===== src/rtl/sram_port_arbiter.sv =====
// sram_port_arbiter
//   Shares one single-port synchronous SRAM (1-cycle read latency) between the
//   instruction-fetch requester (if_*) and the load/store requester (ds_*).
//   Grants are combinational, at most one per cycle. Read data is routed back
//   to the owner of each access exactly one cycle after its grant.
//
//   Ports:
//     clk, resetn                         clock (rising edge), async active-low reset
//     if_req, if_addr                     fetch read request
//     if_gnt, if_rvalid, if_rdata         fetch grant (comb), return valid/data (registered valid)
//     ds_req, ds_we, ds_addr, ds_wdata    data request; ds_we==0 is a read
//     ds_gnt, ds_rvalid, ds_rdata         data grant (comb), return valid/data (registered valid)
//     mem_en, mem_we, mem_addr, mem_wdata SRAM command port
//     mem_rdata                           SRAM read data, valid the cycle after a read
//
//   Build option: define ARB_RR_EN to arbitrate contention round-robin instead
//   of fixed data priority with the STARVE_MAX fetch starvation guard.

module sram_port_arbiter #(
    parameter int STARVE_MAX = 4,
    parameter int AW         = 32
) (
    input  logic          clk,
    input  logic          resetn,
    input  logic          if_req,
    input  logic [AW-1:0] if_addr,
    output logic          if_gnt,
    output logic          if_rvalid,
    output logic [31:0]   if_rdata,
    input  logic          ds_req,
    input  logic [3:0]    ds_we,
    input  logic [AW-1:0] ds_addr,
    input  logic [31:0]   ds_wdata,
    output logic          ds_gnt,
    output logic          ds_rvalid,
    output logic [31:0]   ds_rdata,
    output logic          mem_en,
    output logic [3:0]    mem_we,
    output logic [AW-1:0] mem_addr,
    output logic [31:0]   mem_wdata,
    input  logic [31:0]   mem_rdata
);

    localparam logic OWN_IF = 1'b0;
    localparam logic OWN_DS = 1'b1;

    logic r_pend_valid;
    logic r_pend_owner;
    logic w_if_win;
    logic w_ds_win;

`ifdef ARB_RR_EN
    // Last contended winner; reset value OWN_IF hands the first tie to ds.
    logic r_rr_last;

    always_comb begin
        w_if_win = if_req & (~ds_req | (r_rr_last == OWN_DS));
        w_ds_win = ds_req & (~if_req | (r_rr_last == OWN_IF));
    end

    always_ff @(posedge clk or negedge resetn) begin
        if (!resetn) begin
            r_rr_last <= OWN_IF;
        end else if (if_req && ds_req) begin
            r_rr_last <= if_gnt ? OWN_IF : OWN_DS;
        end
    end
`else
    localparam logic [3:0] STARVE_LIM = STARVE_MAX[3:0];

    logic [3:0] r_starve_cnt;
    logic       w_fetch_force;

    always_comb begin
        w_fetch_force = (r_starve_cnt == STARVE_LIM);
        w_if_win      = if_req & (~ds_req | w_fetch_force);
        w_ds_win      = ds_req & ~(if_req & w_fetch_force);
    end

    // Counts cycles fetch has been held off by data; saturates at the limit,
    // where fetch_force lets fetch take the next contended cycle.
    always_ff @(posedge clk or negedge resetn) begin
        if (!resetn) begin
            r_starve_cnt <= '0;
        end else if (if_gnt || !if_req) begin
            r_starve_cnt <= '0;
        end else if (ds_gnt && (r_starve_cnt != STARVE_LIM)) begin
            r_starve_cnt <= r_starve_cnt + 4'd1;
        end
    end
`endif

    // Grants are held low combinationally while reset is asserted.
    always_comb begin
        if_gnt = resetn & w_if_win;
        ds_gnt = resetn & w_ds_win;
        mem_en = if_gnt | ds_gnt;
    end

    always_comb begin
        mem_addr  = '0;
        mem_we    = 4'b0000;
        mem_wdata = 32'h0;
        if (if_gnt) begin
            mem_addr = if_addr;
        end else if (ds_gnt) begin
            mem_addr  = ds_addr;
            mem_we    = ds_we;
            mem_wdata = ds_wdata;
        end
    end

    // Owner tracker for the read issued last cycle; writes produce no return.
    always_ff @(posedge clk or negedge resetn) begin
        if (!resetn) begin
            r_pend_valid <= 1'b0;
            r_pend_owner <= OWN_IF;
        end else if (if_gnt) begin
            r_pend_valid <= 1'b1;
            r_pend_owner <= OWN_IF;
        end else if (ds_gnt && (ds_we == 4'b0000)) begin
            r_pend_valid <= 1'b1;
            r_pend_owner <= OWN_DS;
        end else begin
            r_pend_valid <= 1'b0;
        end
    end

    always_comb begin
        if_rvalid = r_pend_valid & (r_pend_owner == OWN_IF);
        ds_rvalid = r_pend_valid & (r_pend_owner == OWN_DS);
        if_rdata  = if_rvalid ? mem_rdata : 32'h0;
        ds_rdata  = ds_rvalid ? mem_rdata : 32'h0;
    end

endmodule


===== config.mk =====
export PLATFORM = sky130hd
export DESIGN_NAME = sram_port_arbiter
export DESIGN_NICKNAME = d
export VERILOG_FILES = /design/src/rtl/sram_port_arbiter.sv
export SDC_FILE = /design/constraint.sdc
export NUM_CORES = 1
export LEC_CHECK = 0
export BUFFER_PORTS_ARGS = -buffer_cell sky130_fd_sc_hd__buf_4
export CAP_MARGIN = 20
export CORE_AREA = 2 2 107 109
export CTS_BUF_LIST = sky130_fd_sc_hd__clkbuf_4 sky130_fd_sc_hd__clkbuf_8 sky130_fd_sc_hd__clkbuf_16
export DETAILED_ROUTE_END_ITERATION = 16
export DIE_AREA = 0 0 109 111
export GPL_TIMING_DRIVEN = 0
export PLACE_DENSITY_LB_ADDON = 0.1
export SLEW_MARGIN = 20
export SYNTH_ARGS = -nofsm -noshare
export SYNTH_HDL_FRONTEND = slang
export SYNTH_SLANG_ARGS = --single-unit

===== constraint.sdc =====
create_clock -name clk -period 3.7 [get_ports clk]
set_input_delay 0.185 -clock clk [delete_from_list [all_inputs] [get_ports clk]]
set_output_delay 0.185 -clock clk [all_outputs]
set_load 0.05 [all_outputs]

==> results.json, run 1 <==
{
  "finalWirelength_microns": 8520,
  "setup_viol": 0,
  "synth_top_family_by_area": "simple AND/OR/NAND/NOR gates",
  "synth-seq-cells": 6,
  "dr.pass1.iters": 4,
  "pwr-share-seq": 0.099,
  "first_iter_violations": 80,
  "p_int_mw": 0.409,
  "synth_cell_type_count": 28,
  "core_sq_mm": 0.0111,
  "via_count": 2484,
  "syn_area_sq_mm": 0.00141,
  "syn-instance-count": 190,
  "synthXorXnorAreaFrac": 0,
  "clkPwrFrac": 0.237,
  "dp_hpwl_microns": 7400,
  "cp_max_fo": 10,
  "worst_pin_slew_ns": 0.490,
  "dieArea_sq_mm": 0.0121,
  "min_period_over_period": 0.589,
  "path_cells": "inv_1, ha_1, nand3b_2, a21oi_4, buf_6, a22o_1, buf_4",
  "synth_compound_area_frac": 0.255,
  "cp-start-kind": "register",
  "syn_to_final_growth_pct": 164,
  "p_comb_frac": 0.664,
  "crit_path_end_kind": "primary output",
  "drtAntennaViolNets": 0,
  "synthesis.nets": 328,
  "p_switching_mw": 0.327,
  "yosys.area.top_type": "and2_1",
  "fin_skew_ns": 0.00133,
  "synth.area.top_cells": "and2_1 (31%), a22o_1 (20%), and3_1 (15%)",
  "yosys.area_share.simple": 0.516,
  "ys_seq_area_frac": 0.107,
  "io_pins": 273,
  "slowest_delay_ns": 0.39,
  "ctsHtreeMaxLevel": 1,
  "wl_per_cell_microns": 14.0,
  "layout-drive-gt1-share": 0.618,
  "p_leak_nw": 2.15,
  "rrSetupSlack_ns": 2.07,
  "p_per_area_mw_per_mm2": 198,
  "synthAdderAreaFrac": 0.0178,
  "ir_drop_mv": 0.187,
  "cp_data_required_time_ns": 3.51,
  "slew_viol_final": 0,
  "fillers": 1201,
  "dp_slack_ns": 1.75,
  "hold_path.startpoint": "if_req",
  "die_h_microns": 111,
  "grt_max_degree": 13,
  "hold_path.class": "primary input to register",
  "p_sw_frac": 0.444,
  "period_needed_ns": 2.18,
  "track_usage": 0.126,
  "grt.overflow.total": 0,
  "cts_max_path_buffers": 2,
  "floorplan.die.width_microns": 109,
  "grt_pass1_vias": 2347,
  "finalHoldViolations": 0,
  "total_power_mw": 0.736,
  "std_cell_rows": 39,
  "antennaDiodeCount": 0,
  "maxCapViolations": 0,
  "fin_hold_ws_ns": 0.231,
  "antenna_found_initial": 0,
  "cts_made_buffers": 3,
  "critPathTopFamily": "buffers and inverters",
  "insertion_delay_ns": 0.23,
  "muxShareOfSynthArea": 0,
  "multi_input_area_sq_mm": 0.00111,
  "synth.avg_cell_area_sq_um": 7.40,
  "yosysWarnings": 0,
  "grt_pass1_wl_microns": 12100,
  "crit_path_top_delay_cell": "dfrtp_1",
  "regArea_sq_um": 150,
  "relSlewSlack": 0.670,
  "drc": 0,
  "initial_core_util": 0.127,
  "cp_num_buf_inv": 3,
  "clockRootBuffer": "clkbuf_16",
  "rsz0062_at_grt": "no",
  "setup_ws_ns": 1.52,
  "r2r_end": "r_pend_valid",
  "netlist.area_leader.share": 0.307,
  "cts_sinks": 6,
  "min_to": "r_starve_cnt[3]",
  "nets": 606,
  "final_util": 0.335,
  "outcome": "finished clean",
  "cts_tree": "done",
  "via_per_inst": 4.08,
  "critical_path_arrival_ns": 1.99,
  "finalSetupTns_ns": 0,
  "gp_congestion": 0.773,
  "worstSetupPathType": "register to primary output",
  "reg2regPathDepth": 7,
  "hold_depth": 3,
  "fmax_ghz": 0.459,
  "port-buffer-count": 272,
  "clk_pin_slew_ns": 0.03,
  "r2r-start": "r_starve_cnt[0]"
}
placed cells by master (no fill, tap or decap), drive strengths merged, types with 2 or more instances in the layout:
master	netlist	final
dfrtp	6	6
and2	69	69
clkbuf	9	12
nand3b	2	2
a22o	32	32
and3	33	33
ha	2	2
nand3	3	3
a21oi	3	3
inv	3	3
buf	11	283
o21ai	3	3
nand2	2	2
nor2b	2	2
synth_stat cells (all sizes together):
| library cell | instances |
|---|---|
| and3 | 33 |
| a21oi | 3 |
| nand2 | 2 |
| o21a | 1 |
| a22o | 32 |
| nor2 | 1 |
| a41oi | 1 |
| ha | 2 |
| a21o | 1 |
| inv | 3 |
| nand2b | 1 |
| clkbuf | 9 |
| nand3 | 3 |
| and2 | 69 |
| a211oi | 1 |
| nand3b | 2 |
| dfrtp | 6 |
| nor4 | 1 |
| buf | 11 |
| o21ai | 3 |
| nand4b | 1 |
| or3b | 1 |
| a31oi | 1 |
| nor2b | 2 |
flip-flops by register name, indices dropped and copies added (netlist names):
signal	cells
r_pend_owner	1
r_pend_valid	1
r_starve_cnt	4
metrics by stage:
stage / std cells / cell area [sq um]
CTS: 609 / 3710
floorplan: 190 / 1410
global route: 609 / 3710
finish: 609 / 3710
global placement: 605 / 3630
detailed placement: 605 / 3630
logic make-up (layout without fill, tap and decap cells):
group                      Yosys count  in the layout
and+or+nand+nor                    116            116
DFF                                  6              6
adders and majority gates            2              2
buffers and inverters               23            299
AOI/OAI and AO/OA                   43             43
repair_timing:
| action | 4_1_cts | 5_1_grt |
|---|---|---|
| buffers inserted | 0 | 0 |
| gates resized for setup | 0 | 0 |
| hold endpoints to repair | 6 | 0 |
| hold buffers | 1 | 0 |
power groups by stage:
stage | clock (mW) | sequential, mW | combinational [mW]
after floorplan | 0 | 0.0723 | 0.275
after global placement | 0 | 0.0736 | 0.490
after detailed placement | 0 | 0.0737 | 0.492
after CTS | 0.176 | 0.0730 | 0.494
after global routing | 0.181 | 0.0736 | 0.515
final | 0.174 | 0.0728 | 0.489
final cells by class:
class	instances	area share
timing repair buffer	273	0.553
multi-input combinational	161	0.299
tap	143	0.0482
sequential	6	0.0404
buffer	20	0.0364
clock buffer	3	0.0202
inverter	3	0.00303
worst max-delay path by stage:
| stage | startpoint | end | slack (ns) | depth (start not counted) |
|---|---|---|---|---|
| global route | r_starve_cnt[0] | mem_addr[27] | 1.38 | 7 |
| detailed placement | r_starve_cnt[0] | mem_addr[28] | 1.75 | 7 |
| finish | r_starve_cnt[0] | mem_addr[26] | 1.52 | 7 |
| global placement | r_starve_cnt[0] | mem_addr[26] | 1.77 | 7 |
| CTS | r_starve_cnt[0] | mem_addr[26] | 1.49 | 7 |
| floorplan | r_starve_cnt[0] | mem_wdata[23] | 1.71 | 7 |
tightest hold or removal path, stage by stage:
cell and delay, ns:
buf_4 0.13, inv_1 0.05, a211oi_1 0.04
routing by layer:
layer	vias to the layer above	global-route usage	wire length [microns]
met5	-	0	0
li1	1228	-	-
met3	6	0.0247	947
met2	164	0.262	4660
met1	1086	0.125	2820
met4	0	0.0197	90
Note: power is estimated with default switching activity, not from simulation.
==> run 2: changes to the inputs <==
CORE_AREA = 2 2 106 108   (was 2 2 107 109)
DIE_AREA = 0 0 108 110   (was 0 0 109 111)
clock period = 1.9 ns   (was 3.7 ns; I/O delays follow)
==> results.json, run 2 (synthesized netlist as in run 1, its figures left out) <==
{
  "outcome": "finished clean",
  "core_sq_mm": 0.0107,
  "grt_max_degree": 11,
  "p_switching_mw": 0.657,
  "clk_pin_slew_ns": 0.04,
  "regMostFlops": "r_starve_cnt",
  "clkPwrFrac": 0.138,
  "crit_path_end_kind": "primary output",
  "grt_pass1_vias": 2402,
  "cts_sinks": 6,
  "antennaDiodeCount": 0,
  "floorplan.die.width_microns": 108,
  "drtAntennaViolNets": 0,
  "dr.pass1.iters": 4,
  "critical_path_arrival_ns": 1.80,
  "insertion_delay_ns": 0.23,
  "track_usage": 0.134,
  "worstSetupPathType": "register to primary output",
  "gp_congestion": 0.740,
  "rsz0062_at_grt": "yes",
  "syn_to_final_growth_pct": 200,
  "via_per_inst": 4.14,
  "drc": 0,
  "p_comb_frac": 0.761,
  "p_leak_nw": 2.36,
  "std_cell_rows": 38,
  "finalWirelength_microns": 9520,
  "maxCapViolations": 0,
  "relSlewSlack": 0.697,
  "final_cells": 627,
  "fin_skew_ns": 0.00249,
  "final_area_sq_mm": 0.00423,
  "dieArea_sq_mm": 0.0119,
  "grt.overflow.total": 0,
  "via_count": 2597,
  "largest_reg_flops": 4,
  "dp_hpwl_microns": 7690,
  "nets": 627,
  "die_h_microns": 110,
  "layout-drive-gt1-share": 0.667,
  "layout_common_cells": "buf_4 (221), buf_6 (74), and2_1 (58)",
  "worst_pin_slew_ns": 0.451,
  "first_iter_violations": 88,
  "p_per_area_mw_per_mm2": 334,
  "period_needed_ns": 1.90,
  "final_common_cell": "buf_4",
  "setup_viol": 0,
  "finalSetupTns_ns": 0,
  "cts_made_buffers": 3,
  "initial_core_util": 0.131,
  "cp_data_required_time_ns": 1.80,
  "cts_max_path_buffers": 2,
  "antenna_found_initial": 0,
  "p_sw_frac": 0.465,
  "reg_top3": "r_starve_cnt x4, r_pend_owner x1, r_pend_valid x1",
  "hold_path.class": "primary input to register",
  "clockRootBuffer": "clkbuf_8",
  "fmax_ghz": 0.527,
  "placed_cells": 602,
  "multi_input_area_sq_mm": 0.00117,
  "p_int_mw": 0.756,
  "ir_drop_mv": 0.141,
  "fillers": 1128,
  "ctsHtreeMaxLevel": 1,
  "finalHoldViolations": 0,
  "wl_per_cell_microns": 15.2,
  "cts_tree": "done",
  "regArea_sq_um": 150,
  "pwr-share-seq": 0.101,
  "min_period_over_period": 1.00,
  "cp_max_fo": 5,
  "slew_viol_final": 0,
  "grt_pass1_wl_microns": 12500,
  "placed_area_sq_mm": 0.00363,
  "io_pins": 273,
  "port-buffer-count": 272,
  "cp-start-kind": "register"
}
-- run 2: changes by cell type in the layout (fill, tap and decap cells not counted), sizes merged --
cell and delta:
buf +20, clkbuf +1
-- run 2: layout make-up --
class	count	area share
plain buffers	19	0.0373
multi-input cells	161	0.276
repair buffers	295	0.597
inverters	3	0.00267
clock buffers	3	0.00977
flip-flops and latches	6	0.0355
well taps	140	0.0415
-- run 2: power by group through the flow --
stage	Combinational, mW	Clock [mW]	Sequential, mW
detailed placement	0.957	0	0.144
global placement	0.955	0	0.143
global route	1.13	0.210	0.144
finish	1.07	0.195	0.142
CTS	1.01	0.202	0.142
floorplan	0.536	0	0.141
-- run 2: worst paths after layout --
path	to	startpoint	slack, ns	cells after the start
min in group asynchronous	r_starve_cnt[1]	resetn	0.34	2
hold / removal	r_starve_cnt[3]	if_req	0.16	3
max in group asynchronous	r_pend_valid	resetn	1.32	2
setup reg to reg	r_pend_owner	r_starve_cnt[0]	0.41	8
hold reg to reg	r_starve_cnt[3]	r_starve_cnt[3]	0.60	2
setup / recovery	mem_addr[10]	r_starve_cnt[0]	0.0008	8
-- run 2: per-layer routing --
layer  GRT usage  vias to the layer above  wire length (microns)
met1       0.144                     1172                   3150
met4      0.0147                        0                     59
met2       0.269                      148                   5440
met3      0.0359                        8                    870
met5           0                        -                      0
li1            -                     1269                      -
-- run 2: what timing repair did --
action	4_1_cts	5_1_grt
setup buffers	7	11
cloned	1	3
hold endpoints to repair	6	0
endpoints found under the setup margin	70	97
hold buffers	1	0
pin swaps	2	34
resized for setup	37	65
-- run 2: worst max-delay path: stages, from the launching register on --
cell and delay, ns:
dfrtp_1 0.39, inv_2 0.09, ha_4 0.16, nand3b_4 0.11, a21oi_4 0.21, buf_4 0.17
buf_4 0.15, a22o_1 0.15, buf_6 0.16
-- run 2: metrics by stage --
| stage | utilization | power (mW) | hold WS (ns) | setup WS, ns |
|---|---|---|---|---|
| floorplan | - | 0.677 | -0.201 | 0.0000653 |
| global placement | 0.339 | 1.10 | -0.0701 | 0.0653 |
| detailed placement | 0.339 | 1.10 | -0.0659 | 0.0634 |
| CTS | 0.362 | 1.35 | 0.137 | 0.0000673 |
| global route | 0.395 | 1.48 | 0.172 | -0.0754 |
| finish | 0.395 | 1.41 | 0.156 | 0.000762 |
